## src/rtl/uart_pkg.sv

```systemverilog
// Shared UART definitions: FSM state encoding, parity selectors and the
// baud divider calculation used by both transmit and (future) receive paths.
package uart_pkg;

    typedef enum logic [2:0] {
        ST_IDLE   = 3'd0,
        ST_START  = 3'd1,
        ST_DATA   = 3'd2,
        ST_PARITY = 3'd3,
        ST_STOP   = 3'd4
    } uart_state_t;

    localparam int PARITY_NONE = 0;
    localparam int PARITY_ODD  = 1;
    localparam int PARITY_EVEN = 2;

    // Rounds to the nearest whole divider; a non-positive baud yields 0 so
    // the caller's range check reports it instead of dividing by zero.
    function automatic int calc_divider(input int clock_hz, input int baud);
        if (baud <= 0) begin
            return 0;
        end
        return (clock_hz + baud / 2) / baud;
    endfunction

endpackage

```

## src/rtl/uart_baud_counter.sv

```systemverilog
// Free-running bit-period timer: pulses o_bit_done on the last clock of
// every DIVIDER-clock period while enabled; i_clear restarts the period.
module uart_baud_counter #(
    parameter int DIVIDER = 10
) (
    input  logic i_clk,
    input  logic i_rst_n,
    input  logic i_clear,
    input  logic i_enable,
    output logic o_bit_done
);

    localparam int CW = (DIVIDER > 1) ? $clog2(DIVIDER) : 1;
    localparam logic [CW-1:0] LAST_COUNT = CW'(DIVIDER - 1);

    logic [CW-1:0] r_count;
    logic          w_at_last;

    assign w_at_last  = (r_count == LAST_COUNT);
    assign o_bit_done = i_enable && w_at_last;

    always_ff @(posedge i_clk or negedge i_rst_n) begin
        if (!i_rst_n) begin
            r_count <= '0;
        end else if (i_clear) begin
            r_count <= '0;
        end else if (i_enable) begin
            if (w_at_last) begin
                r_count <= '0;
            end else begin
                r_count <= r_count + 1'b1;
            end
        end
    end

endmodule

```

## src/rtl/uart_byte_tx.sv

```systemverilog
// UART transmitter: accepts one byte per frame over valid/ready and sends
// start, LSB-first data, optional parity and stop bits from a single flop.
module uart_byte_tx
    import uart_pkg::*;
#(
    parameter int CLOCK_HZ  = 27_000_000,
    parameter int BAUD_RATE = 115_200,
    parameter int DATA_BITS = 8,
    parameter int PARITY    = 0,
    parameter int STOP_BITS = 1
) (
    input  logic                 clock,
    input  logic                 reset_n,
    // Valid/ready: a byte transfers on any rising edge where input_valid and
    // input_ready are both high; ready depends on state only, never on valid.
    input  logic                 input_valid,
    output logic                 input_ready,
    input  logic [DATA_BITS-1:0] input_data,
    output logic                 tx,
    output logic                 busy,
    output logic [2:0]           debug_state
);

    localparam int DIVIDER = calc_divider(CLOCK_HZ, BAUD_RATE);

    localparam logic [2:0] S_IDLE   = ST_IDLE;
    localparam logic [2:0] S_START  = ST_START;
    localparam logic [2:0] S_DATA   = ST_DATA;
    localparam logic [2:0] S_PARITY = ST_PARITY;
    localparam logic [2:0] S_STOP   = ST_STOP;

    localparam logic [3:0] LAST_DATA = 4'(DATA_BITS - 1);
    localparam logic [3:0] LAST_STOP = 4'(STOP_BITS - 1);
    localparam logic       HAS_PARITY = (PARITY != PARITY_NONE);

    generate
        if (DIVIDER < 2) begin : g_bad_divider
            $error("uart_byte_tx: DIVIDER must be at least 2");
        end
        if (DATA_BITS < 5 || DATA_BITS > 9) begin : g_bad_data_bits
            $error("uart_byte_tx: DATA_BITS must be 5..9");
        end
        if (PARITY != PARITY_NONE && PARITY != PARITY_ODD && PARITY != PARITY_EVEN) begin : g_bad_parity
            $error("uart_byte_tx: PARITY must be 0, 1 or 2");
        end
        if (STOP_BITS < 1 || STOP_BITS > 2) begin : g_bad_stop_bits
            $error("uart_byte_tx: STOP_BITS must be 1 or 2");
        end
    endgenerate

    logic [2:0]           r_state;
    logic                 r_tx;
    logic [DATA_BITS-1:0] r_shift;
    logic [3:0]           r_bit_cnt;
    logic                 r_parity;

    logic                 w_accept;
    logic                 w_bit_done;
    logic                 w_enable;
    logic                 w_parity_in;

    assign input_ready = (r_state == S_IDLE);
    assign busy        = (r_state != S_IDLE);
    assign tx          = r_tx;
    assign debug_state = r_state;

    assign w_accept    = input_valid && input_ready;
    assign w_enable    = (r_state != S_IDLE);
    assign w_parity_in = (PARITY == PARITY_EVEN) ? (^input_data) : (~^input_data);

    uart_baud_counter #(
        .DIVIDER (DIVIDER)
    ) u_baud (
        .i_clk      (clock),
        .i_rst_n    (reset_n),
        .i_clear    (w_accept),
        .i_enable   (w_enable),
        .o_bit_done (w_bit_done)
    );

    // The start bit is driven at the accept edge itself, so every later bit
    // change lands on the bit_done edge that closes the previous period.
    always_ff @(posedge clock or negedge reset_n) begin
        if (!reset_n) begin
            r_state   <= S_IDLE;
            r_tx      <= 1'b1;
            r_shift   <= '0;
            r_bit_cnt <= '0;
            r_parity  <= 1'b0;
        end else begin
            case (r_state)
                S_IDLE: begin
                    r_tx <= 1'b1;
                    if (w_accept) begin
                        r_shift   <= input_data;
                        r_parity  <= w_parity_in;
                        r_tx      <= 1'b0;
                        r_bit_cnt <= '0;
                        r_state   <= S_START;
                    end
                end
                S_START: begin
                    if (w_bit_done) begin
                        r_tx    <= r_shift[0];
                        r_shift <= r_shift >> 1;
                        r_state <= S_DATA;
                    end
                end
                S_DATA: begin
                    if (w_bit_done) begin
                        if (r_bit_cnt == LAST_DATA) begin
                            r_bit_cnt <= '0;
                            if (HAS_PARITY) begin
                                r_tx    <= r_parity;
                                r_state <= S_PARITY;
                            end else begin
                                r_tx    <= 1'b1;
                                r_state <= S_STOP;
                            end
                        end else begin
                            r_tx      <= r_shift[0];
                            r_shift   <= r_shift >> 1;
                            r_bit_cnt <= r_bit_cnt + 1'b1;
                        end
                    end
                end
                S_PARITY: begin
                    if (w_bit_done) begin
                        r_tx      <= 1'b1;
                        r_bit_cnt <= '0;
                        r_state   <= S_STOP;
                    end
                end
                S_STOP: begin
                    r_tx <= 1'b1;
                    if (w_bit_done) begin
                        if (r_bit_cnt == LAST_STOP) begin
                            r_bit_cnt <= '0;
                            r_state   <= S_IDLE;
                        end else begin
                            r_bit_cnt <= r_bit_cnt + 1'b1;
                        end
                    end
                end
                default: begin
                    r_tx      <= 1'b1;
                    r_bit_cnt <= '0;
                    r_state   <= S_IDLE;
                end
            endcase
        end
    end

endmodule

```

## config.mk

```make
export PLATFORM = sky130hd
export DESIGN_NAME = uart_byte_tx
export DESIGN_NICKNAME = d
export VERILOG_FILES = /design/src/rtl/uart_pkg.sv /design/src/rtl/uart_baud_counter.sv /design/src/rtl/uart_byte_tx.sv
export SDC_FILE = /design/constraint.sdc
export NUM_CORES = 1
export LEC_CHECK = 0
export CAP_MARGIN = 20
export CELL_PAD_IN_SITES_DETAIL_PLACEMENT = 0
export CELL_PAD_IN_SITES_GLOBAL_PLACEMENT = 1
export CORE_ASPECT_RATIO = 0.9
export CORE_MARGIN = 3
export CORE_UTILIZATION = 38
export DETAILED_ROUTE_END_ITERATION = 10
export PLACE_DENSITY = 0.74
export REMOVE_ABC_BUFFERS = 1
export SYNTH_ARGS = -nofsm -noshare
export SYNTH_HDL_FRONTEND = slang
export SYNTH_SLANG_ARGS = --single-unit
```

## constraint.sdc

```tcl
create_clock -name clock -period 1.8 [get_ports clock]
set_input_delay 0.45 -clock clock [delete_from_list [all_inputs] [get_ports clock]]
set_output_delay 0.45 -clock clock [all_outputs]
set_load 0.01 [all_outputs]
```

# Word level (Yosys, flattened, before mapping)
# Index checks and enable logic that the tools add are counted.
# totals
elab_cells	62
latchBits	0
rom_bits	0
memories	0
inputBits	11
ram_bits	0
regBits	24
# classes
n_reduce_logical	11
mux	29
n_lt_le_gt_ge	0
n_mul	0
eq_ne	14
bitwise	1
shifts	0
n_addsub	2
n_div	0
# ops
op	n
two-way mux 8 bit	7
two-way mux 4 bit	6
case mux 8 bit (3 select lines)	1
two-way mux 3 bit	7
case mux 4 bit (5 select lines)	1
case mux 3 bit (5 select lines)	1
!= test 2 x 1 -> 1 bit (second input constant)	5
AND reduction 5 bit	2
adder 8 x 1 -> 8 bit (second input constant)	1
equality test 8 bit (second input constant)	1
AND reduction 7 bit	1
equality test 3 x 2 -> 1 bit (second input constant)	2
!= test 2 bit (second input constant)	3
nonzero test 3 bit	2
two-way mux 1 bit	5
adder 4 x 1 -> 4 bit (second input constant)	1
equality test 4 x 3 -> 1 bit (second input constant)	1
zero test 4 bit	1
case mux 1 bit (4 select lines)	1
equality test 3 x 1 -> 1 bit (second input constant)	1
equality test 3 bit (second input constant)	1
zero test 3 bit	1
AND reduction 3 bit	1
logical AND 1 bit	2
other kinds (2)	2

# Depth between registers and ports, before layout
# logic_depth
ltp_word	4
depth_mapped	8
ltp_nobuf	7

# By module
# From an unflattened synthesis, not the netlist that was laid out.
# hier_totals
cells_unflattened	142
hier_area_um2	1475.2
# modules_own_cells
module	seq_area_each_um2	n_inst	cells_each	area_each_um2
uart_byte_tx	401.6	1	94	1023.5
uart_baud_counter	200.2	1	48	451.7

# Worst setup path before layout
# OpenSTA, ideal clock, no wires.
# synth_path
path_type	register to register
startpoint	reg u_baud.r_count[1]
endpoint	reg r_shift[0]
arrival_time_ps	1810
path_slack_ps	-135
path_stages_with_launch	8
period_less_slack_ps	1935
required_time_ps	1675
path_cell_list	dfrtp_1 -> inv_1 -> ha_1 -> nand2_1 -> nor4_4 -> nand2_1 -> a21oi_2 -> mux2_2
# synth_via
elab_chain_len	4
# synth_rtl
element	line_no	source
start: declaration	uart_baud_counter.sv:16	logic [CW-1:0] r_count;
start signal: assignment	uart_baud_counter.sv:31	r_count <= r_count + 1'b1;
equality test 8 bit (*)	uart_baud_counter.sv:19	assign w_at_last = (r_count == LAST_COUNT);
logical AND 1 bit (*)	uart_baud_counter.sv:20	assign o_bit_done = i_enable && w_at_last;
!= test 2 x 1 -> 1 bit (no source line)	--	
AND reduction 5 bit (no source line) (*)	--	
end signal: assignment	uart_byte_tx.sv:95	r_shift <= input_data;
end signal: assignment	uart_byte_tx.sv:105	r_shift <= r_shift >> 1;
end signal: assignment	uart_byte_tx.sv:122	r_shift <= r_shift >> 1;
end: declaration	uart_byte_tx.sv:53	logic [DATA_BITS-1:0] r_shift;
# Mark *: on every way between the ends. The rest lies on a longest branch, timed or not.
# A chain may end at the register's enable or synchronous reset.

# Final worst setup path
# layout_path
startpoint	reg r_state[1], in the netlist debug_state[1]
endpoint	reg r_bit_cnt[3]
# layout_via
elab_chain_len	4
# layout_rtl
element	line_no	source
start: declaration	uart_byte_tx.sv:51	logic [2:0] r_state;
start signal: assignment	uart_byte_tx.sv:85	r_state <= S_IDLE;
start signal: assignment	uart_byte_tx.sv:99	r_state <= S_START;
start signal: assignment	uart_byte_tx.sv:106	r_state <= S_DATA;
nonzero test 3 bit or zero test 3 bit (tied branches)	uart_byte_tx.sv:68, uart_byte_tx.sv:62, uart_byte_tx.sv:91	
logical AND 1 bit (on tied branches)	uart_baud_counter.sv:20, uart_byte_tx.sv:67	
!= test 2 x 1 -> 1 bit (no source line)	--	
AND reduction 5 bit (no source line)	--	
end signal: assignment	uart_byte_tx.sv:123	r_bit_cnt <= r_bit_cnt + 1'b1;
end signal: assignment	uart_byte_tx.sv:141	r_bit_cnt <= r_bit_cnt + 1'b1;
end: declaration	uart_byte_tx.sv:54	logic [3:0] r_bit_cnt;
# Parallel ways exist; a longest one is shown, timed or not.

==> metrics <==
clk sink count=24; GPL Wtd Cong=0.8264; Final HPWL DP=around 2200 um; status=completed; Rows=20; largest family of logic cells by synthesized area=simple AND/OR/NAND/NOR gates; PD cells=just under 1000 mW/mm^2; first-pass GRT wire length=between 5000 and 6000 um; vias in the first global route=between 1000 and 1500; pre-CTS setup slack=-0.1720 ns; WP buf/inv=1; Peak VDD IR=547.5 uV; synthesized area=around 0.0014 sq mm; share of cells above drive strength 1=36.90%; Final Hold Viols=0; Data arrival, critical path=approximately 2.0 ns; xor/xnor share of the synthesized area=about 1.2%; Register Area=approximately 600 sq um; fin crit period=approximately 1.8 ns; Synth area leader=dfrtp_1; Die H=roughly 64 um; reg2reg setup slack=between 0.015 and 0.02 ns; pin count of the biggest net entering global routing=25; Layout fillers=about 300; RR Startpoint=debug_state[1]$_DFFE_PN0P_; Detailed Route WL=around 3000 um; area share of the leading cell type in the synthesized netlist=approximately two fifths; RSZ-0062 raised after global routing=yes; Overflow after GRT=0; Layout Cells excl Fill=~230; Total Routing Usage GR=14.63%; Top FF cell, synth=dfrtp_1; antenna cell count=0; Final setup viols=0; Crit path depth=6; Tot Pwr=just under 2 mW; actual slew at the worst max-slew pin=roughly 0.31 ns; TritonCTS Buffers=3; Syn Area/Cell=around 10 sq um; most frequent cell after synthesis=dfrtp_1; CTS tree=yes; Seq/Total Area, Yosys=42.87%; DIE AREA=0.004461 sq mm; critical path, cell by cell=buf_4 -> or2b_1 -> a21boi_1 -> o32ai_4 -> or4b_1 -> nand3_1; Synth Register Bits=24; Cell variety after synth=39; Core Area=0.003453 sq mm; Syn-to-layout area delta=40.64%; initial drt markers=50; Worst Skew=0.004916 ns; Final ANT Viol Nets=0; hold_sp=r_shift[3]$_DFFE_PN0P_; Post-synth EDFFs=0; Static Leak=a little under 0.9 nW; adder-cell share of the synthesized area=under 10%; Gate Count Post-Synth=140; drt first pass iters=4; initial core utilization=40.65%; post-synthesis simple-gate area fraction=about 20%; Routed wire per std cell=around 13 um; # H-tree levels=1; final slew viol count=0; Synth area leaders=dfrtp_1, mux2_2, o21ai_0; final worst slack=approximately 0.018 ns; R2R depth=6; max_cap viols=0; proportion of synthesized area in mux cells=between 10% and 20%; hold path depth=1; cell family with the largest share of critical-path delay=simple AND/OR/NAND/NOR gates; DRC Markers=0; Die X=approximately 70 um; Min-Delay Endpoint=r_shift[3]$_DFFE_PN0P_; worst skew pair latency=0.27 ns; Setup TNS=0 ns; fin crit share=a little over nine tenths; CP max-delay cell=or4b_1; reg2reg end=r_bit_cnt[3]$_DFFE_PN0P_; Slew headroom=79.07%; post-layout net count=203; Post-Route Utilization=about 57%; # IOs=17; Critical Path RT=roughly 2 ns; Synth Area in Compound Gates=between 10% and 20%; clk root buf=clkbuf_8; Max Fclk=~0.56 GHz; Critical Path End Type=register; CTS hold repair buffers=0; total number of vias=between 1000 and 1500; ys async rst share=100.0%; area of the multi-input gates=slightly above 800 sq um; Port Buf Inserts=16; Via-to-Cell Ratio=roughly 5.2; Worst path max stage delay=0.47 ns; initial antenna violation count=0; crit-path max FO=4; Crit Path Class=reg2reg; top cells by count, synth=dfrtp_1, o21ai_0, mux2_2, nand2_1, nor2_1; Hold/Removal Path Class=reg2reg; Yosys warnings=0; CTS Buffer Depth=2; DP Cell Count=roughly 220; clock-pin slew on the worst setup and hold paths=0.09 ns; startpoint types=register
## kinds of logic (layout without fill, tap and decap cells)
family,after synthesis,count (layout)
AND/OR/NAND/NOR,50,50
AO/OA/AOI/OAI,34,34
flip-flops,24,24
multiplexers,16,16
buffers and inverters,10,57
adder cells (fa/ha/maj),4,4
XOR/XNOR,2,2
## layer usage
metal	up-vias	track usage (%)	wire, um
met5	-	0	0
met4	0	3.589	46
met3	5	3.509	121
met2	22	22.29	1348
met1	578	20.83	1506
li1	603	-	-
## worst max path at each step
| stage | start | to | slack [ns] |
|---|---|---|---|
| final | debug_state[1]$_DFFE_PN0P_ | r_bit_cnt[3]$_DFFE_PN0P_ | 0.02 |
| after global routing | debug_state[1]$_DFFE_PN0P_ | r_bit_cnt[3]$_DFFE_PN0P_ | -0.13 |
| after CTS | u_baud.r_count[1]$_DFFE_PN0P_ | r_bit_cnt[3]$_DFFE_PN0P_ | 0.005 |
| after detailed placement | input_valid | r_bit_cnt[3]$_DFFE_PN0P_ | -0.17 |
| after global placement | input_valid | r_bit_cnt[3]$_DFFE_PN0P_ | -0.14 |
| after floorplan | u_baud.r_count[1]$_DFFE_PN0P_ | u_baud.r_count[5]$_DFFE_PN0P_ | -0.34 |
## placed cells by master, fill, tap and decap left out, types with 2 or more instances in the layout
cell type,netlist,layout
o41ai_1,2,2
inv_1,5,3
ha_1,4,2
dfrtp_1,23,21
a31oi_1,2,2
nor2_1,10,10
o22ai_1,3,3
clkdlybuf4s50_1,0,11
nand3b_1,2,2
dfrtp_2,0,2
mux2_2,16,8
nand2b_1,3,3
buf_4,1,31
nor3_1,2,2
nand3_1,8,8
nor2b_1,2,2
mux2_4,0,8
nand2_1,12,11
inv_2,0,2
dlygate4sd2_1,0,4
o21ai_0,17,16
clkbuf_8,0,3
o31ai_1,3,3
## state kept, by name (all words and copies together), names as in the netlist
name	cells
r_shift	8
u_baud.r_count	8
r_bit_cnt	4
debug_state	3
tx	1
## cell type report
cell class / instances / share of cell area (%)
timing repair buffer: 48 / 20.22
clock buffer: 3 / 2.091
tap: 44 / 2.788
inverter: 5 / 0.9506
clock inverter: 1 / 1.521
multi-input combinational: 106 / 41.83
sequential: 24 / 30.61
## worst reg2reg max path, stage by stage (launching register included)
cell,delay [ns]
dfrtp_2,0.44
buf_4,0.16
or2b_1,0.16
a21boi_1,0.27
o32ai_4,0.15
or4b_1,0.47
nand3_1,0.08
## report_power, final
| part | leakage (nW) | internal (mW) | switching [mW] | total (mW) |
|---|---|---|---|---|
| clock | 0.0357 | 0.298 | 0.181 | 0.479 |
| combinational | 0.523 | 0.389 | 0.263 | 0.651 |
| sequential | 0.307 | 0.692 | 0.113 | 0.805 |
| total | 0.865 | 1.38 | 0.556 | 1.94 |
## per-stage QoR
step                hold slack [ns]  cell area, sq um
floorplan                    0.1544              1376
global placement             0.4875              1794
detailed placement           0.4919              1794
CTS                          0.5155              1892
global route                 0.5332              1974
finish                       0.5139              1974
## what timing repair did
item / 4_1_cts / 5_1_grt
setup buffers: 2 / 3
endpoints found under the setup margin: 14 / 17
hold endpoints to repair: 0 / 0
gates resized for setup: 12 / 16
pin swaps: 2 / 6
Note: power is estimated with default switching activity, not from simulation.
